## config.mk

```make
export PLATFORM = sky130hd
export DESIGN_NAME = multdiv_seq
export DESIGN_NICKNAME = d
export VERILOG_FILES = /design/src/rtl/multdiv_seq.sv
export SDC_FILE = /design/constraint.sdc
export NUM_CORES = 1
export LEC_CHECK = 0
export BUFFER_PORTS_ARGS = -buffer_cell sky130_fd_sc_hd__buf_2
export CAP_MARGIN = 20
export CORE_MARGIN = 3
export CORE_UTILIZATION = 45
export CTS_CLUSTER_SIZE = 20
export DETAILED_ROUTE_END_ITERATION = 10
export GPL_TIMING_DRIVEN = 0
export PLACE_DENSITY = 0.75
export SETUP_SLACK_MARGIN = 0.4
export SLEW_MARGIN = 20
export SYNTH_ARGS = -nofsm -noshare
export SYNTH_HDL_FRONTEND = slang
export SYNTH_SLANG_ARGS = --single-unit
```

## constraint.sdc

```tcl
create_clock -name clock -period 3.2 [get_ports clock]
set_input_delay 0.16 -clock clock [delete_from_list [all_inputs] [get_ports clock]]
set_output_delay 0.16 -clock clock [all_outputs]
set_load 0.005 [all_outputs]
```

## src/rtl/multdiv_seq.sv

```systemverilog
// Sequential signed 32-bit multiplier (radix-2 Booth) and divider (restoring),
// sharing an external 32-bit adder; 33-cycle latency from the start edge.
module multdiv_seq (
  input  logic        clock,
  input  logic        reset_n,
  input  logic        ctrl_MULT,
  input  logic        ctrl_DIV,
  input  logic [31:0] data_operandA,
  input  logic [31:0] data_operandB,
  output logic [2:0]  aluOP,
  output logic [31:0] adder_A,
  output logic [31:0] adder_B,
  input  logic [31:0] adder_sum,
  input  logic        adder_cout,
  output logic [31:0] data_result,
  output logic        data_exception,
  output logic        data_resultRDY
);

  typedef enum logic [1:0] {IDLE, ITER, FIX, DONE} state_t;

  state_t      state, stateNext;
  logic        isDiv, negRes, divExc, qm1;
  logic [5:0]  cnt;
  logic [32:0] acc;
  logic [31:0] q, m;

  logic        start;
  logic [31:0] absA, absB;
  logic [31:0] bOp;
  logic [32:0] accNew;
  logic [63:0] product;
  logic        mulOvf;
  logic [31:0] quot;

  assign start = ctrl_MULT | ctrl_DIV;
  assign absA  = data_operandA[31] ? (~data_operandA + 32'd1) : data_operandA;
  assign absB  = data_operandB[31] ? (~data_operandB + 32'd1) : data_operandB;

  // Booth step: sign-extend the 32-bit adder result to 33 bits from the carry.
  assign bOp     = (aluOP == 3'b001) ? ~adder_B : adder_B;
  assign accNew  = {acc[31] ^ bOp[31] ^ adder_cout, adder_sum};
  assign product = {acc[31:0], q};
  assign mulOvf  = !((&product[63:31]) || !(|product[63:31]));
  assign quot    = negRes ? (~q + 32'd1) : q;
  assign data_resultRDY = (state == DONE);

  always_comb begin
    stateNext = state;
    aluOP     = 3'b000;
    adder_A   = '0;
    adder_B   = '0;
    if (start) begin
      stateNext = ITER;
    end else begin
      case (state)
        ITER:    if (cnt == 6'd31) stateNext = FIX;
        FIX:     stateNext = DONE;
        DONE:    stateNext = IDLE;
        default: stateNext = state;
      endcase
    end
    if (state == ITER) begin
      if (isDiv) begin
        aluOP   = 3'b001;
        adder_A = {acc[30:0], q[31]};
        adder_B = m;
      end else begin
        adder_A = acc[31:0];
        case ({q[0], qm1})
          2'b01:   adder_B = m;
          2'b10: begin
            aluOP   = 3'b001;
            adder_B = m;
          end
          default: adder_B = '0;
        endcase
      end
    end
  end

  always_ff @(posedge clock or negedge reset_n) begin
    if (!reset_n) begin
      state          <= IDLE;
      cnt            <= '0;
      isDiv          <= 1'b0;
      negRes         <= 1'b0;
      divExc         <= 1'b0;
      qm1            <= 1'b0;
      acc            <= '0;
      q              <= '0;
      m              <= '0;
      data_result    <= '0;
      data_exception <= 1'b0;
    end else begin
      state <= stateNext;
      if (start) begin
        cnt    <= '0;
        isDiv  <= ~ctrl_MULT;
        acc    <= '0;
        qm1    <= 1'b0;
        negRes <= data_operandA[31] ^ data_operandB[31];
        divExc <= (data_operandB == '0) ||
                  (data_operandA == 32'h8000_0000 && data_operandB == '1);
        if (ctrl_MULT) begin
          q <= data_operandB;
          m <= data_operandA;
        end else begin
          q <= absA;
          m <= absB;
        end
      end else if (state == ITER) begin
        cnt <= cnt + 6'd1;
        if (isDiv) begin
          // Remainder magnitude stays below 2^31, so the shifted value fits 32 bits.
          if (adder_cout) acc <= {1'b0, adder_sum};
          else            acc <= {2'b00, acc[30:0], q[31]};
          q <= {q[30:0], adder_cout};
        end else begin
          acc <= {accNew[32], accNew[32:1]};
          q   <= {accNew[0], q[31:1]};
          qm1 <= q[0];
        end
      end else if (state == FIX) begin
        if (isDiv) begin
          data_exception <= divExc;
          data_result    <= divExc ? '0 : quot;
        end else begin
          data_exception <= mulOvf;
          data_result    <= mulOvf ? '0 : product[31:0];
        end
      end
    end
  end

endmodule
```

==> impl_metrics.json <==
{
  "initial_core_util": 0.466,
  "yosysSeqAreaShare": 0.328,
  "multi_input_area_mm2": 0.00675,
  "fin_nets": 1650,
  "path_buf_inv": 0,
  "cp_data_arrival_time_ns": 3.13,
  "grt_pass1_wl_mm": 60.2,
  "clkSlewWorstSetupHoldPaths_ns": 0.06,
  "yosysWarnings": 0,
  "grt_pass1_vias": 10700,
  "drive_above_1_share": 0.176,
  "crit_path_end_kind": "flip-flop",
  "drc_errors": 0,
  "wire_per_inst_um": 20.7,
  "grt-ovfl-total": 0,
  "ys_seq_elements": 141,
  "antenna_found_initial": 1,
  "layout_min_cycle_time_ns": 2.82,
  "synth_top_cell_by_area": "dfrtp_1",
  "avgViaCountPerCell": 6.08,
  "vias": 11400,
  "finalClockSkew_ns": 0.00978,
  "slew_viol_final": 0,
  "core_mm2": 0.0231,
  "place_area_mm2": 0.0122,
  "ys.flop_type": "dfrtp_1",
  "synthCells": 1323,
  "io_buffers": 193,
  "status": "completed",
  "min_path_type": "input port to flip-flop",
  "fmax_mhz": 354,
  "power_per_cell_area_mw_per_mm2": 591,
  "mostFrequentLayoutCell": "buf_2",
  "cts_made_buffers": 17,
  "die_w_um": 161,
  "clkLatencyLatePin_ns": 0.44,
  "drtIter0Drc": 995,
  "cpPeakStageDelay_ns": 0.61,
  "ys_async_sr_fraction": 1.00,
  "post_cts_buffers": 0,
  "cts_buffer_depth": 2,
  "die-area_mm2": 0.0258,
  "ios": 202,
  "root_buffer": "clkbuf_16",
  "whs_ns": 0.00987,
  "final_cell_mix": "buf_2 (201), mux2i_1 (151), nor2_1 (147)",
  "setup_violations": 0,
  "num-fill-cells": 2156,
  "cts_tree": "built",
  "cp_common_cell": "nand3_1",
  "hold_viol": 0,
  "grt_usage": 0.292,
  "required_ns": 3.51,
  "ff_latch_area_mm2": 0.00353,
  "syn-mean-instance-area_um2": 8.13,
  "netlist_top_cells_area": "dfrtp_1 (33%), mux2i_1 (14%), a21oi_1 (5.4%)",
  "finalPower_mw": 7.54,
  "vdd_drop_max_mv": 0.329,
  "worst_slack_ns": 0.378,
  "die_h_um": 161,
  "p_leak_nw": 5.73,
  "critical_path_class": "flip-flop to flip-flop",
  "drt_wl_total_mm": 38.7,
  "worstMarginPinSlew_ns": 0.778,
  "critPathTopFamily": "simple AND/OR/NAND/NOR gates",
  "htree_levels": 4,
  "fin_area_mm2": 0.0128,
  "dp_slack_ns": 0.290,
  "syn-cell-area_mm2": 0.0108,
  "synth_cell_types": 63,
  "place.gp.congestion": 0.983,
  "cp_cell_sequence": "or4_4, nor4_4, nand3_1, o41ai_1, mux2i_1, nand3_1",
  "cap_violations": 0,
  "critPathMaxFanout": 8,
  "rows": 55,
  "max_slew_margin": 0.477,
  "netlist.area_leader.share": 0.328,
  "syn2layout_area_growth_pct": 18.8,
  "start_kind": "flip-flop",
  "post-route-period-util": 0.882,
  "critical-path-slowest-cell": "or4_4",
  "synth_edf_count": 0,
  "rsz0062_at_grt": "true",
  "dr.pass1.iters": 6,
  "cts.sinks": 141,
  "grt_max_degree": 85,
  "dpl.hpwl_mm": 29.3,
  "ant_nets": 0
}
## timing repair
item / in CTS / in global routing
pin swaps: 0 / 0
gates resized for setup: 11 / 13
endpoints found under the hold margin: 85 / 0
hold buffers: 3 / 0
gates cloned: 0 / 0
setup endpoints to repair: 65 / 39
## kinds of logic (layout without fill, tap and decap cells)
logic type	Yosys count	after routing	share of synthesized area
flip-flops	141	141	0.328
adder cells (fa/ha/maj)	9	9	0.0105
buffers and inverters	131	360	0.0479
AO/OA/AOI/OAI	339	339	0.194
AND/OR/NAND/NOR	491	491	0.229
other	1	3	0.000349
multiplexers	153	153	0.143
XOR/XNOR	58	58	0.0472
## where the power goes
| group | internal, mW | switching (mW) | leakage [nW] | total (mW) |
|---|---|---|---|---|
| combinational | 1.35 | 1.88 | 3.67 | 3.23 |
| clock | 1.01 | 0.839 | 0.258 | 1.85 |
| sequential | 2.10 | 0.373 | 1.80 | 2.47 |
| total | 4.45 | 3.09 | 5.73 | 7.54 |
## sequential cells by signal (all words and copies together) (netlist names)
| name | cells |
|---|---|
| cnt | 6 |
| m | 32 |
| negRes | 1 |
| acc | 32 |
| qm1 | 1 |
| divExc | 1 |
| data_exception | 1 |
| data_result | 32 |
| state | 2 |
| isDiv | 1 |
| q | 32 |
## tightest hold or removal path: cells and delay by family
| family | cells | cell delay (ns) |
|---|---|---|
| compound gates | 1 | 0.06 |
| simple gates | 1 | 0.06 |
| buf+inv | 1 | 0.13 |
## metrics by stage
| step | instances | util | TNS, ns |
|---|---|---|---|
| detailed placement | 1831 | 0.527 | 0 |
| global placement | 1830 | 0.526 | -17.77 |
| finish | 1867 | 0.554 | 0 |
| global route | 1866 | 0.554 | 0 |
| floorplan | 1324 | - | 0 |
| CTS | 1866 | 0.553 | 0 |
## area by class of cell
type | count | area share
Tap cell | 313 | 0.0307
Multi-Input combinational cell | 1052 | 0.529
Sequential cell | 141 | 0.276
Inverter | 18 | 0.00529
Antenna cell | 1 | 0.000196
Clock inverter | 14 | 0.00744
Timing Repair Buffer | 197 | 0.0809
Buffer | 113 | 0.0363
Clock buffer | 18 | 0.0344
## layer usage
metal | part of all wire | track usage
met4 | 0.026 | 0.101
met2 | 0.45 | 0.445
met5 | 0.00034 | 0
met1 | 0.43 | 0.416
met3 | 0.097 | 0.0547
## worst paths after layout
kind,from,end,slack [ns],depth (start not counted)
max reg2reg,q[17]$_DFFE_PN0P_,data_result[30]$_DFFE_PN0P_,0.38,6
min reg2reg,data_result[17]$_DFFE_PN0P_,data_result[17]$_DFFE_PN0P_,0.47,2
max in group asynchronous,reset_n,data_result[29]$_DFFE_PN0P_,2.16,3
min,data_operandA[9],m[9]$_DFFE_PN0N_,0.01,3
max,q[17]$_DFFE_PN0P_,data_result[30]$_DFFE_PN0P_,0.38,6
min in group asynchronous,reset_n,acc[25]$_DFFE_PN0P_,0.30,2
## synth_stat cells (12+ instances only)
cell type / count
a211oi_1: 23
buf_1: 12
nor2_1: 148
inv_1: 17
nor4_1: 19
o21ai_0: 81
nand3_1: 23
o31ai_1: 27
o41ai_1: 16
nor2b_1: 37
nand4_1: 25
o22ai_1: 14
nor3_1: 34
a21oi_1: 116
and2_1: 34
clkbuf_1: 91
dfrtp_1: 141
xnor2_1: 28
nand2_1: 99
or3_1: 23
a31oi_1: 12
xor2_1: 30
mux2i_1: 151
Note: power is estimated with default switching activity, not from simulation.
